==> src/rtl/msdap_pkg.sv <==
// Shared constants and state encoding for the MSDAP multiply-accumulate path.
package msdap_pkg;

   localparam int ACC_W   = 40;
   localparam int DATA_W  = 16;
   localparam int FRAC_W  = 16;
   localparam int GUARD_W = 8;

   typedef enum logic [1:0] {
      IDLE  = 2'd0,
      CLEAR = 2'd1,
      ACCUM = 2'd2,
      DONE  = 2'd3
   } ms_state_t;

endpackage

==> src/rtl/addsub_40.sv <==
// Places a 16-bit sample in the middle of the 40-bit accumulator word
// (guard bits above, fraction bits below) and adds, subtracts or passes it.
module addsub_40
   import msdap_pkg::*;
(
   input  logic [ACC_W-1:0]  acc_in,
   input  logic [DATA_W-1:0] term_data,
   input  logic              term_sub,
   input  logic              term_null,
   output logic [ACC_W-1:0]  sum
);

   logic [ACC_W-1:0] ext;

   assign ext = {{GUARD_W{term_data[DATA_W-1]}}, term_data, {FRAC_W{1'b0}}};

   // An empty group marker leaves the accumulator value untouched.
   always_comb begin
      sum = acc_in;
      if (!term_null) begin
         if (term_sub) begin
            sum = acc_in - ext;
         end else begin
            sum = acc_in + ext;
         end
      end
   end

endmodule

==> src/rtl/mac_sequencer.sv <==
// Sequences POT terms into an external shift-accumulator: clears it, feeds
// one add/sub per accepted term, shifts at the end of each u-group and
// captures the final value after NUM_U groups.
module mac_sequencer
   import msdap_pkg::*;
#(
   parameter int NUM_U = 16
)
(
   input  logic              sclk,
   input  logic              reset_n,
   input  logic              start,
   input  logic              term_valid,
   output logic              term_ready,
   input  logic [DATA_W-1:0] term_data,
   input  logic              term_sub,
   input  logic              term_null,
   input  logic              term_last,
   input  logic [ACC_W-1:0]  acc_in,
   output logic [ACC_W-1:0]  add_out,
   output logic              load,
   output logic              shift_en,
   output logic              clear,
   output logic [ACC_W-1:0]  result,
   output logic              result_valid
);

   localparam int U_W = $clog2(NUM_U + 1);
   localparam logic [U_W-1:0] LAST_U = U_W'(NUM_U - 1);

   ms_state_t        state;
   ms_state_t        state_next;
   logic [U_W-1:0]   u_count;
   logic [ACC_W-1:0] sum;
   logic             accept;
   logic             final_term;

   addsub_40 u_addsub (
      .acc_in    (acc_in),
      .term_data (term_data),
      .term_sub  (term_sub),
      .term_null (term_null),
      .sum       (sum)
   );

   assign term_ready = (state == ACCUM);
   assign clear      = (state == CLEAR);
   assign accept     = term_valid && term_ready;
   assign final_term = accept && term_last && (u_count == LAST_U);

   // State register; reset always abandons any partial sample.
   always_ff @(posedge sclk or negedge reset_n) begin
      if (!reset_n) begin
         state <= IDLE;
      end else begin
         state <= state_next;
      end
   end

   // Next-state logic; start is only honoured from IDLE.
   always_comb begin
      state_next = state;
      case (state)
         IDLE:    if (start) state_next = CLEAR;
         CLEAR:   state_next = ACCUM;
         ACCUM:   if (final_term) state_next = DONE;
         DONE:    state_next = IDLE;
         default: state_next = IDLE;
      endcase
   end

   // Group counter, cleared together with the accumulator.
   always_ff @(posedge sclk or negedge reset_n) begin
      if (!reset_n) begin
         u_count <= '0;
      end else if (state == CLEAR) begin
         u_count <= '0;
      end else if (accept && term_last) begin
         u_count <= u_count + 1'b1;
      end
   end

   // Accumulator controls are registered so they are settled well before the
   // accumulator samples them on the falling edge.
   always_ff @(posedge sclk or negedge reset_n) begin
      if (!reset_n) begin
         add_out  <= '0;
         load     <= 1'b0;
         shift_en <= 1'b0;
      end else begin
         load     <= accept;
         shift_en <= accept && term_last;
         if (accept) begin
            add_out <= sum;
         end
      end
   end

   // Capture the finished sample on leaving DONE and flag it for one cycle.
   always_ff @(posedge sclk or negedge reset_n) begin
      if (!reset_n) begin
         result       <= '0;
         result_valid <= 1'b0;
      end else begin
         result_valid <= (state == DONE);
         if (state == DONE) begin
            result <= acc_in;
         end
      end
   end

endmodule

==> config.mk <==
export PLATFORM = sky130hd
export DESIGN_NAME = mac_sequencer
export DESIGN_NICKNAME = d
export VERILOG_FILES = /design/src/rtl/msdap_pkg.sv /design/src/rtl/addsub_40.sv /design/src/rtl/mac_sequencer.sv
export SDC_FILE = /design/constraint.sdc
export NUM_CORES = 1
export LEC_CHECK = 0
export CORE_MARGIN = 10
export CORE_UTILIZATION = 49
export DETAILED_ROUTE_END_ITERATION = 8
export PLACE_DENSITY = 0.81
export SETUP_SLACK_MARGIN = 0.05
export SLEW_MARGIN = 20
export SYNTH_ARGS = -nofsm -noshare
export SYNTH_HDL_FRONTEND = slang
export SYNTH_SLANG_ARGS = --single-unit
==> constraint.sdc <==
create_clock -name sclk -period 2.4 [get_ports sclk]
set_input_delay 0.36 -clock sclk [delete_from_list [all_inputs] [get_ports sclk]]
set_output_delay 0.36 -clock sclk [all_outputs]
set_load 0.02 [all_outputs]
* Word-level counts from Yosys, hierarchy flattened *
Index checks and enable logic that the tools add are counted.

word-level totals
  register bits = 90
  bits in latches = 0
  memory bits (writable) = 0
  memory bits (read-only) = 0
  output and inout bits = 85
  word-level logic and storage cells = 29
  memories kept = 0

cells by class
  add/sub/neg operators = 3
  multipliers = 0
  div/mod/pow operators = 0
  order comparisons = 0
  equality and inequality tests = 6
  shift operators = 0
  multiplexer cells = 7
  bitwise logic cells = 0
  reductions and logical operators = 6

operators with widths
  kind                 number
  $mux 40              2
  $add 40x40->40       1
  $sub 40x40->40       1
  $mux 5               2
  $pmux 2 s4           1
  $add 5x1->5 const B  1
  $eq 5x4->1 const B   1
  $eq 2x2->1 const B   2
  $mux 2               2
  $logic_and 1x1->1    3
  $eq 2x1->1 const B   1
  $logic_not 2->1      1
  $ne 2x1->1 const B   1
  $ne 2x2->1 const B   1
  $reduce_and 2->1     1
  $reduce_bool 2->1    1

* Logic depth before layout (Yosys ltp) *
Gate-level depths: netlist (run 1).

  depth in word-level cells = 6
  depth in mapped cells = 14
  mapped depth without buffers = 13

* Cells and area by module *
From an unflattened synthesis (run 1), not the netlist that was laid out.

unflattened totals
  cells, all modules = 520
  area total of the unflattened synthesis = 5459.0 sq um

by module, submodules not included
  module         instances  cells an instance  area an instance (sq um)  seq. area each (sq um)
  mac_sequencer  1          211                3429.5                    2252.2
  addsub_40      1          309                2029.4                    0.0

* Least setup slack after synthesis (run 1) *
No wires, ideal clock.

  path type = in2reg
  from = in term_data[8]
  to = reg add_out[38]
  arrival = 2.997 ns
  path slack = -0.728 ns
  cell stages on the path = 13
  path buffers = 2
  cells stage by stage = nor4_1 -> and4b_1 -> buf_4 -> a21oi_1 -> xnor2_1 -> ha_1 -> buf_2 -> and3_1 -> and3_2 -> and3_1 -> a221oi_2 -> nor3_1 -> or3_1

between the ends
  word-level cells in the longest chain between the ends = 3
  elaborated cells on any way between the ends = 4

RTL lines
  item                                              RTL line                          source
  start, declared                                   mac_sequencer.sv:15               input logic [DATA_W-1:0] term_data,
  $add 40x40->40 or $sub 40x40->40 (tied branches)  addsub_40.sv:24, addsub_40.sv:22
  $mux 40 (*)                                       addsub_40.sv:21                   if (term_sub) begin
  $mux 40 (*)                                       addsub_40.sv:20                   if (!term_null) begin
  end signal, assigned                              mac_sequencer.sv:94               add_out <= sum;
  end, declared                                     mac_sequencer.sv:20               output logic [ACC_W-1:0] add_out,

Mark *: on every way between the ends. The rest lies on a longest branch, timed or not.
A chain may end at the register's enable or synchronous reset.

* Worst setup path in the final report (run 1) *
  from = in term_data[3]
  to = reg add_out[38]

Same word-level chain as after synthesis.

==> summary.txt, run 1 <==
Run status
  • Status: complete, but fails checks
  • Failing checks: negative setup slack

Finish
  • Layout cell share with drive strength beyond 1: 38.75%
  • # diodes: 0
  • Util after Layout: 81.94%
  • Synth-to-Final Area Change: 63.72%
  • Finished Layout Cells: ~970
  • Most common cell after layout, fill and taps aside: buf_4
  • Commonest non-fill, non-tap cells in the layout: buf_4, clkdlybuf4s50_1, dfrtp_1
  • Nets: ~900

Logic synthesis
  • Yosys warns: 0
  • Register bit count reported by yosys: 90
  • Synth Area in XOR/XNOR: 5.513%
  • Syn avg cell area: 9.875 um2
  • Post-synth EDFFs: 0
  • Synth area leader: dfrtp_1
  • Post-synthesis cell count: around 550
  • Mux share of post-synthesis cell area: 8.895%
  • Compound-Gate Fraction of Synth Area: 16.91%
  • Net count after synthesis: 642
  • Post-Synth Adder-Cell Area: 7.552%
  • Sequential share of the synthesized area: 41.70%
  • Post-synth top area share: 41.70%
  • Largest family of logic cells by synthesized area: compound AO/OA/AOI/OAI gates
  • Post-synth ARST share: 100.0%
  • Synthesized area: 5401 um2
  • Top_reg_cell synth: dfrtp_1
  • Most area-consuming cells after synthesis: dfrtp_1, mux2_2, ha_1, nand2_1, a21oi_1
  • Post-synthesis simple-gate area fraction: 15.64%
  • Synth cell types: 73

STA
  • Final max-slew violation count: 0
  • Setup Viol. Count Final: 18
  • Final Hold Violating Endpoints: 0
  • Minimum clock period: 3061 ps
  • Tightest Pin Transition: 505.7 ps
  • Rel. slew slack: between 60% and 70%
  • Peak Freq: 326.7 MHz
  • Crit share post-route: 127.5%
  • Final WS setup: -661.0 ps
  • Skew final: 15.31 ps
  • Unrepaired setup endpoints after global routing: true

Setup path
  • Worst EP required: roughly 2700 ps
  • CP endpoint kind: flip-flop
  • Startpoint Class: input port
  • R2r worst-path depth: 9
  • Worst-path fanout max: 5
  • Data arrival, critical path: 3320 ps
  • Worst setup endpoint: add_out[38]$_DFFE_PN0P_
  • FF-to-FF End: add_out[39]$_DFFE_PN0P_
  • RR Startpoint: state[0]$_DFFE_PN0P_
  • Critical path class: input port to flip-flop
  • Crit path from: term_data[3]
  • FF-to-FF setup slack: between 300 and 400 ps

Floorplan
  • FP Rows: 38
  • Core box area: 10,790 um2
  • Die height: 125.0 um
  • Die width: 125.0 um
  • Initial Util: around 50%
  • Die ar.: ~16,000 um2
  • I/O pins: 148

Detailed routing
  • Final ANT Viol Nets: 0
  • Vias per cell: 5.678
  • # DRC: 0
  • First drt pass iteration count: 5
  • Routed wire per std cell: 21.36 um
  • WL final: 20.74 mm
  • Initial DRC Count: 380
  • Vias: 5,513

GRT
  • Largest net degree at the start of global routing: 66
  • Global-route usage over all layers: 23.51%
  • GRT overflow: 0
  • Initial antenna violation count: 0
  • Vias in the first global route: 5,832
  • Global-route wire length before repair: a little over 30 mm

Placed design
  • DP HPWL: 14.03 mm
  • Gpl congestion: 0.9833
  • PortBufs: 147
  • Number of instances in the placed design: 928

Clocking
  • Htree depth: 3
  • CTS tree: built
  • Root Buffer: clkbuf_8
  • Clk_lat worst skew: 360 ps
  • Worst-path clk slew: between 100 and 150 ps
  • Clock buffer count from CTS: 9
  • CTS sink cnt: 90
  • CTS Buffer Depth: 2

Min path
  • Hold Path Class: input port to async pin

Power and ir drop
  • Max VDD drop: 0.8797 mV
  • Cell Pwr Density: 1017 nW/um2
  • Leak: 3.923 nW

Flow run
  • MaxCap Viol Count: 0
## registers in the layout, indices dropped and copies added, names as in the netlist
name,count
load,1
u_count,5
state,2
result_valid,1
shift_en,1
add_out,40
result,40
## layer usage
layer,track usage [%],share of wire [%],up-vias
met5,0,0,-
met2,43.57,51,221
li1,-,-,2516
met3,6.633,6.3,53
met1,24.92,38,2723
met4,7.995,4.5,0
## worst min-delay path by stage
stage	start	to	slack [ps]	cells past startpoint
2_1_floorplan	reset_n	add_out[0]$_DFFE_PN0P_	60	0
3_5_place_dp	reset_n	add_out[20]$_DFFE_PN0P_	300	1
3_3_place_gp	reset_n	result[15]$_DFFE_PN0P_	300	1
6_report	reset_n	result[22]$_DFFE_PN0P_	440	2
5_1_grt	reset_n	result[22]$_DFFE_PN0P_	460	2
4_1_cts	reset_n	result[19]$_DFFE_PN0P_	420	2
## stage by stage
stage               hold slack [ps]  instance area (um2)  power (mW)  setup TNS, ps  worst slack [ps]
floorplan                     64.41                 5488       5.126          -3998            -578.3
finish                        442.2                 8843       8.998          -8078            -661.0
detailed placement            301.4                 7913       7.553         -18640             -1177
global placement              298.6                 7913       7.393         -16720             -1061
global route                  459.1                 8843       9.485          -9135            -728.0
CTS                           423.1                 8658       8.907          -1883            -258.6
## synthesized netlist by cell type, types with 3 or more instances
cell type,n
o21ai_0,15
buf_2,3
buf_1,3
buf_6,4
mux2_2,40
nand2_1,74
and3_1,12
xnor2_1,25
a31oi_1,10
dfrtp_1,90
ha_1,31
mux2i_1,3
clkbuf_1,17
a21o_1,9
nor2b_1,3
o211ai_1,3
nand4_1,3
nor2_1,30
inv_1,12
a21oi_1,54
o22ai_1,4
xor2_1,9
o21a_1,5
nand3_1,9
nand2b_1,4
a211oi_1,4
o21ai_1,10
nor3_1,9
## report_power, final
group / total (mW) / internal (mW) / switching, mW
Combinational: 5.23 / 2.57 / 2.67
Sequential: 2.63 / 2.23 / 0.402
Clock: 1.13 / 0.512 / 0.615
Total: 9.00 / 5.31 / 3.69
## layout make-up
type | instances | area [um2]
timing repair buffer | 297 | 2664
clock inverter | 7 | 95.09
inverter | 13 | 48.80
fill | 623 | 1949
clock buffer | 9 | 123.9
sequential | 90 | 2252
tap | 140 | 175.2
multi-input combinational | 415 | 3485
## worst max-delay path, cell delays in order
cell             delay [ps]
clkdlybuf4s15_2         240
nor4_4                  380
buf_4                   240
a31oi_1                 110
xnor2_1                 310
ha_1                    370
a311o_1                 400
nand3_2                 100
o211ai_4                 90
a221oi_2                270
nor3_1                   80
or3_1                   370
## logic make-up after synthesis
group | after synthesis
XOR/XNOR | 34
adder cells (fa/ha/maj) | 32
multiplexers | 43
AO/OA/AOI/OAI | 138
buffers and inverters | 42
AND/OR/NAND/NOR | 168
flip-flops | 90
## timing repair
item / CTS / global route
setup buffers: 21 / 4
gates resized for setup: 139 / 25
hold endpoints to repair: 25 / 0
cloned: 1 / 0
setup endpoints to repair: 21 / 19
pin swaps: 73 / 26
hold buffers: 1 / 0
Power figures use the tool's default switching activity.
==> inputs of run 2 (changes only) <==
--- a/config.mk
+++ b/config.mk
@@ -8,8 +8,10 @@
 export CORE_MARGIN = 10
 export CORE_UTILIZATION = 49
 export DETAILED_ROUTE_END_ITERATION = 8
+export GPL_TIMING_DRIVEN = 0
 export PLACE_DENSITY = 0.81
 export SETUP_SLACK_MARGIN = 0.05
+export SKIP_CTS_REPAIR_TIMING = 1
 export SLEW_MARGIN = 20
 export SYNTH_ARGS = -nofsm -noshare
 export SYNTH_HDL_FRONTEND = slang
==> constraint.sdc (replaced) <==
create_clock -name sclk -period 3.2 [get_ports sclk]
set_input_delay 0.48 -clock sclk [delete_from_list [all_inputs] [get_ports sclk]]
set_output_delay 0.48 -clock sclk [all_outputs]
set_load 0.02 [all_outputs]
==> summary.txt, run 2 (synthesized netlist as in run 1, its figures left out) <==
STA
  • Crit share post-route: 95.91%
  • Final Hold Violating Endpoints: 0
  • Rel. slew slack: around 52%
  • Setup Viol. Count Final: 0
  • Unrepaired setup endpoints after global routing: true
  • Final max-slew violation count: 0
  • Skew final: 14.12 ps
  • Peak Freq: 325.8 MHz
  • Final WS setup: 130.9 ps
  • Tightest Pin Transition: 715.7 ps
  • Minimum clock period: 3069 ps

Finish
  • Most common cell after layout, fill and taps aside: clkdlybuf4s50_1
  • Commonest non-fill, non-tap cells in the layout: clkdlybuf4s50_1, dfrtp_1, nand2_1
  • Regs by FF count: add_out: 40 flops, result: 40 flops, u_count: 5 flops
  • Synth-to-Final Area Change: 39.54%
  • Nets: about 800
  • Layout cell share with drive strength beyond 1: 18.03%
  • Design Area, Final: 7537 um2
  • # diodes: 0

GRT
  • Global-route wire length before repair: 25.67 mm
  • Initial antenna violation count: 0
  • GRT overflow: 0
  • Largest net degree at the start of global routing: 59
  • Global-route usage over all layers: 19.83%
  • Vias in the first global route: 4,892

Detailed routing
  • WL final: between 15 and 20 mm
  • Vias per cell: 5.596
  • Vias: 4,818
  • Initial DRC Count: 388
  • Final ANT Viol Nets: 0
  • First drt pass iteration count: 4
  • # DRC: 0
  • Routed wire per std cell: 19.13 um

Clocking
  • Clk_lat worst skew: 380 ps
  • CTS tree: built
  • CTS Buffer Depth: 2
  • Htree depth: 3
  • Clock buffer count from CTS: 9
  • CTS sink cnt: 90
  • Root Buffer: clkbuf_8
  • Worst-path clk slew: 110 ps

Power and ir drop
  • Cell Pwr Density: 830.7 nW/um2
  • Max VDD drop: a little over 0.5 mV
  • Switching power: between 2 and 3 mW
  • Comb pwr share: 55.3%
  • Clk pwr share: 13.3%
  • Internal power: 3.721 mW
  • Seq pwr share: a little under a third
  • Switching share of power: 40.58%
  • Leak: 3.328 nW

Setup path
  • Max stage delay on crit path: 350 ps
  • Slowest cell on crit path: nor4_4
  • Critical path class: input port to flip-flop
  • CP endpoint kind: flip-flop
  • Data arrival, critical path: about 3300 ps
  • Total buffers and inverters traversed by the critical path: 3
  • CP delay by family, top: compound AO/OA/AOI/OAI gates
  • Startpoint Class: input port
  • Worst-path fanout max: 7
  • Worst EP required: 3430 ps
  • Crit-path cells: clkbuf_2 -> nor4_4 -> buf_4 -> and4b_2 -> a21oi_2 -> xnor2_1 -> ha_1 -> buf_6 -> a21o_1 -> a21oi_2 -> o311ai_2 -> a211oi_2 -> o32ai_2 -> xnor2_1 -> o22ai_1

Min path
  • Hold Path Class: input port to async pin

Floorplan
  • Core box area: between 10,000 and 15,000 um2
  • Die height: 125.0 um
  • FP Rows: 38
  • Die width: 125.0 um
  • I/O pins: 148
  • Initial Util: 50.05%
  • Die ar.: 15,620 um2

Run status
  • Status: complete, no violations

Placed design
  • PortBufs: 145
  • DP HPWL: approximately 13 mm
  • Gpl congestion: 0.9062
  • Worst slack at placement: -833.7 ps
  • DP Area: 7078 um2

Flow run
  • MaxCap Viol Count: 0
==> run 2: stage by stage <==
stage,setup TNS (ps),utilization [%],hold WS [ps],instances,power (mW)
finish,0,69.84,48.58,861,6.262
detailed placement,-8231,65.58,466.1,833,5.418
global route,0,69.84,80.73,861,6.635
floorplan,0,-,184.4,547,3.824
global placement,-148810,65.35,459.8,832,5.316
CTS,-3126,67.48,59.09,849,6.263
==> run 2: cell type report <==
type | count | area [um2]
fillers | 837 | 3256
multi-input cells | 415 | 3108
flip-flops and latches | 90 | 2252
repair buffers | 160 | 1589
well taps | 140 | 175.2
plain buffers | 27 | 158.9
clock buffers | 9 | 123.9
clock inverters | 7 | 81.33
inverters | 13 | 48.80
==> run 2: worst paths after layout <==
check	startpoint	end	slack (ps)	cells past startpoint
max reg2reg	state[0]$_DFFE_PN0P_	add_out[30]$_DFFE_PN0P_	890	7
max	term_data[4]	add_out[37]$_DFFE_PN0P_	130	15
min reg2reg	add_out[2]$_DFFE_PN0P_	add_out[2]$_DFFE_PN0P_	490	2
min	reset_n	add_out[34]$_DFFE_PN0P_	50	1
min in group sclk	add_out[2]$_DFFE_PN0P_	add_out[2]$_DFFE_PN0P_	490	2
max in group asynchronous	reset_n	add_out[17]$_DFFE_PN0P_	2510	2
==> run 2: per-layer routing <==
metal  up-vias  global-route usage [%]  routed length [um]
li1       2305                       -                   -
met1      2338                   24.05                7038
met2       152                   33.91                8080
met3        23                   4.563                1083
met4         0                   6.707                 271
met5         -                       0                   0
==> run 2: power by group through the flow <==
| stage | Clock [mW] | Combinational (mW) | Sequential, mW |
|---|---|---|---|
| after global routing | 0.884 | 3.71 | 2.04 |
| after floorplan | 0 | 1.24 | 2.58 |
| after detailed placement | 0 | 3.43 | 1.99 |
| after global placement | 0 | 3.36 | 1.95 |
| final | 0.836 | 3.46 | 1.97 |
| after CTS | 0.846 | 3.45 | 1.97 |
==> inputs of run 3 (changes only) <==
--- a/config.mk
+++ b/config.mk
@@ -5,7 +5,7 @@
 export SDC_FILE = /design/constraint.sdc
 export NUM_CORES = 1
 export LEC_CHECK = 0
-export CORE_MARGIN = 10
+export CORE_MARGIN = 2
 export CORE_UTILIZATION = 49
 export DETAILED_ROUTE_END_ITERATION = 8
 export GPL_TIMING_DRIVEN = 0
@@ -15,4 +15,5 @@
 export SLEW_MARGIN = 20
 export SYNTH_ARGS = -nofsm -noshare
 export SYNTH_HDL_FRONTEND = slang
+export SYNTH_HIERARCHICAL = 1
 export SYNTH_SLANG_ARGS = --single-unit
==> summary.txt, run 3 <==
Logic synthesis
  • Post-synth ARST share: between 90% and 100%
  • Most frequent cell after synthesis: dfrtp_1
  • Synth area leader: dfrtp_1
  • Top_reg_cell synth: dfrtp_1
  • Register bit count reported by yosys: 90
  • Yosys warns: 6
  • Post-synth EDFFs: 0
  • Post-synth top area share: 41.26%
  • Sequential share of the synthesized area: 41.26%
  • Net count after synthesis: between 600 and 700
  • Synth cell types: 56
  • Syn avg cell area: 10.50 um2
  • Post-synthesis cell count: 520
  • Synthesized area: 5459 um2
  • Top cells by count, synth: dfrtp_1, mux2_2, nand2_1
  • Most area-consuming cells after synthesis: dfrtp_1, mux2_2, ha_1, xnor2_1, a21oi_1

Run status
  • Failing checks: negative setup slack
  • Status: complete, but fails checks

Finish
  • Design Area, Final: 7889 um2
  • Layout cell share with drive strength beyond 1: 30.53%
  • Synth-to-Final Area Change: 44.51%
  • Nets: approximately 790
  • # diodes: 0
  • Regs by FF count: add_out: 40 flops, result: 40 flops, u_count: 5 flops
  • Most common cell after layout, fill and taps aside: clkdlybuf4s50_1
  • Commonest non-fill, non-tap cells in the layout: clkdlybuf4s50_1, dfrtp_1, mux2_2

STA
  • Setup Viol. Count Final: 11
  • Peak Freq: between 200 and 300 MHz
  • Final Hold Violating Endpoints: 0
  • Skew final: roughly 4.3 ps
  • Tightest Pin Transition: 673.7 ps
  • Unrepaired setup endpoints after global routing: true
  • Crit share post-route: 114.2%
  • Final max-slew violation count: 0
  • Final WS setup: -454.3 ps
  • Rel. slew slack: about 55%
  • Minimum clock period: approximately 3700 ps

Clocking
  • Clk_lat worst skew: 370 ps
  • Root Buffer: clkbuf_8
  • CTS tree: built
  • Htree depth: 3
  • CTS Buffer Depth: 2
  • CTS sink cnt: 90
  • Worst-path clk slew: 100 ps
  • Clock buffer count from CTS: 9

Floorplan
  • Core box area: around 11,000 um2
  • Die height: 109.6 um
  • I/O pins: between 100 and 150
  • Initial Util: 50.36%
  • Die width: around 110 um
  • FP Rows: 38
  • Die ar.: roughly 12,000 um2

Flow run
  • MaxCap Viol Count: 0

GRT
  • Largest net degree at the start of global routing: 55
  • Initial antenna violation count: 0
  • GRT overflow: 0
  • Global-route usage over all layers: 24.80%
  • Vias in the first global route: about 4.8k
  • Global-route wire length before repair: 23.04 mm

Detailed routing
  • Initial DRC Count: 168
  • Vias per cell: 5.629
  • # DRC: 0
  • Vias: between 4k and 5k
  • Routed wire per std cell: 18.22 um
  • WL final: approximately 15 mm
  • First drt pass iteration count: 5
  • Final ANT Viol Nets: 0

Setup path
  • RR Startpoint: state[0]$_DFFE_PN0P_
  • R2r worst-path depth: 5
  • CP endpoint kind: flip-flop
  • Worst-path fanout max: 6
  • Startpoint Class: input port
  • Critical path class: input port to flip-flop
  • FF-to-FF End: add_out[36]$_DFFE_PN0P_
  • Data arrival, critical path: 3920 ps
  • Worst EP required: roughly 3500 ps
  • FF-to-FF setup slack: 1310 ps

Placed design
  • DP HPWL: ~11 mm
  • Gpl congestion: a little under 0.9
  • PortBufs: 146
  • DP Area: 7188 um2

Power and ir drop
  • Leak: 3.449 nW
  • Cell Pwr Density: around 840 nW/um2
  • Max VDD drop: 0.5597 mV
  • Final Power: 6.623 mW

Min path
  • Hold Path Class: input port to async pin
run 3: cell types whose count changed after synthesis, sizes merged, moves of 5 or more:
cell / change
a31oi: -5
buf: +14
a21oi: -23
nand2: -37
inv: +6
and3: -5
clkbuf: -6
mux2: +42
run 3: worst max path at each step:
stage | startpoint | to | slack, ps | cells past startpoint
floorplan | term_data[6] | add_out[39]$_DFFE_PN0P_ | -620 | 14
global route | term_data[7] | add_out[39]$_DFFE_PN0P_ | -520 | 15
finish | term_data[7] | add_out[39]$_DFFE_PN0P_ | -450 | 15
CTS | term_data[6] | add_out[35]$_DFFE_PN0P_ | -1090 | 16
detailed placement | term_data[6] | add_out[35]$_DFFE_PN0P_ | -1500 | 16
global placement | reset_n | result[27]$_DFFE_PN0P_ | -1550 | 1
run 3: critical path, cell delays in order:
cell,delay [ps]
buf_8,100
or3_4,390
or3_4,350
or4_4,430
nor2b_4,150
xnor2_2,130
ha_1,310
buf_8,120
and4_4,200
buf_4,120
a31oi_4,130
or4_1,560
nand4_1,120
a211oi_2,50
mux2_4,290
run 3: final cells by class:
| type | instances | area [um2] |
|---|---|---|
| buffer | 34 | 221.5 |
| clock buffer | 9 | 123.9 |
| clock inverter | 7 | 107.6 |
| fill | 795 | 2952 |
| inverter | 19 | 71.32 |
| multi-input combinational | 374 | 3277 |
| sequential | 90 | 2252 |
| tap | 140 | 175.2 |
| timing repair buffer | 168 | 1660 |
run 3: where the power goes:
group	total, mW	internal [mW]	switching [mW]
clock	0.919	0.455	0.464
combinational	3.71	1.94	1.77
sequential	2.00	1.70	0.296
total	6.62	4.09	2.53
run 3: routing by layer:
layer  vias to the layer above  wire, um  GRT usage [%]
met5                         -         0              0
met4                         0       396          8.590
met3                        30      1185          7.825
met2                       173      7503          41.67
met1                      2325      6233          30.03
li1                       2206         -              -
run 3: logic make-up (layout without fill, tap and decap cells):
family                     count (synthesis)  in the layout  share of synthesized area (%)
DFF                                       90             90                          41.26
and+or+nand+nor                          116            116                          10.27
muxes                                     86             86                          17.65
xor gates and xnor gates                  35             35                          5.615
buffers and inverters                     56            237                          5.157
AOI/OAI and AO/OA                        104            104                          12.35
adders and majority gates                 33             33                          7.701
run 3: per-stage QoR:
stage	utilization (%)	setup WS, ps	instances	TNS, ps	hold WS [ps]
after floorplan	-	-615.8	520	-4001	184.4
after global placement	66.08	-1547	806	-155430	486.6
after detailed placement	66.31	-1501	807	-17220	487.2
after CTS	68.44	-1094	823	-10270	71.96
after global routing	72.77	-519.4	841	-3673	80.72
final	72.77	-454.3	841	-2702	64.59
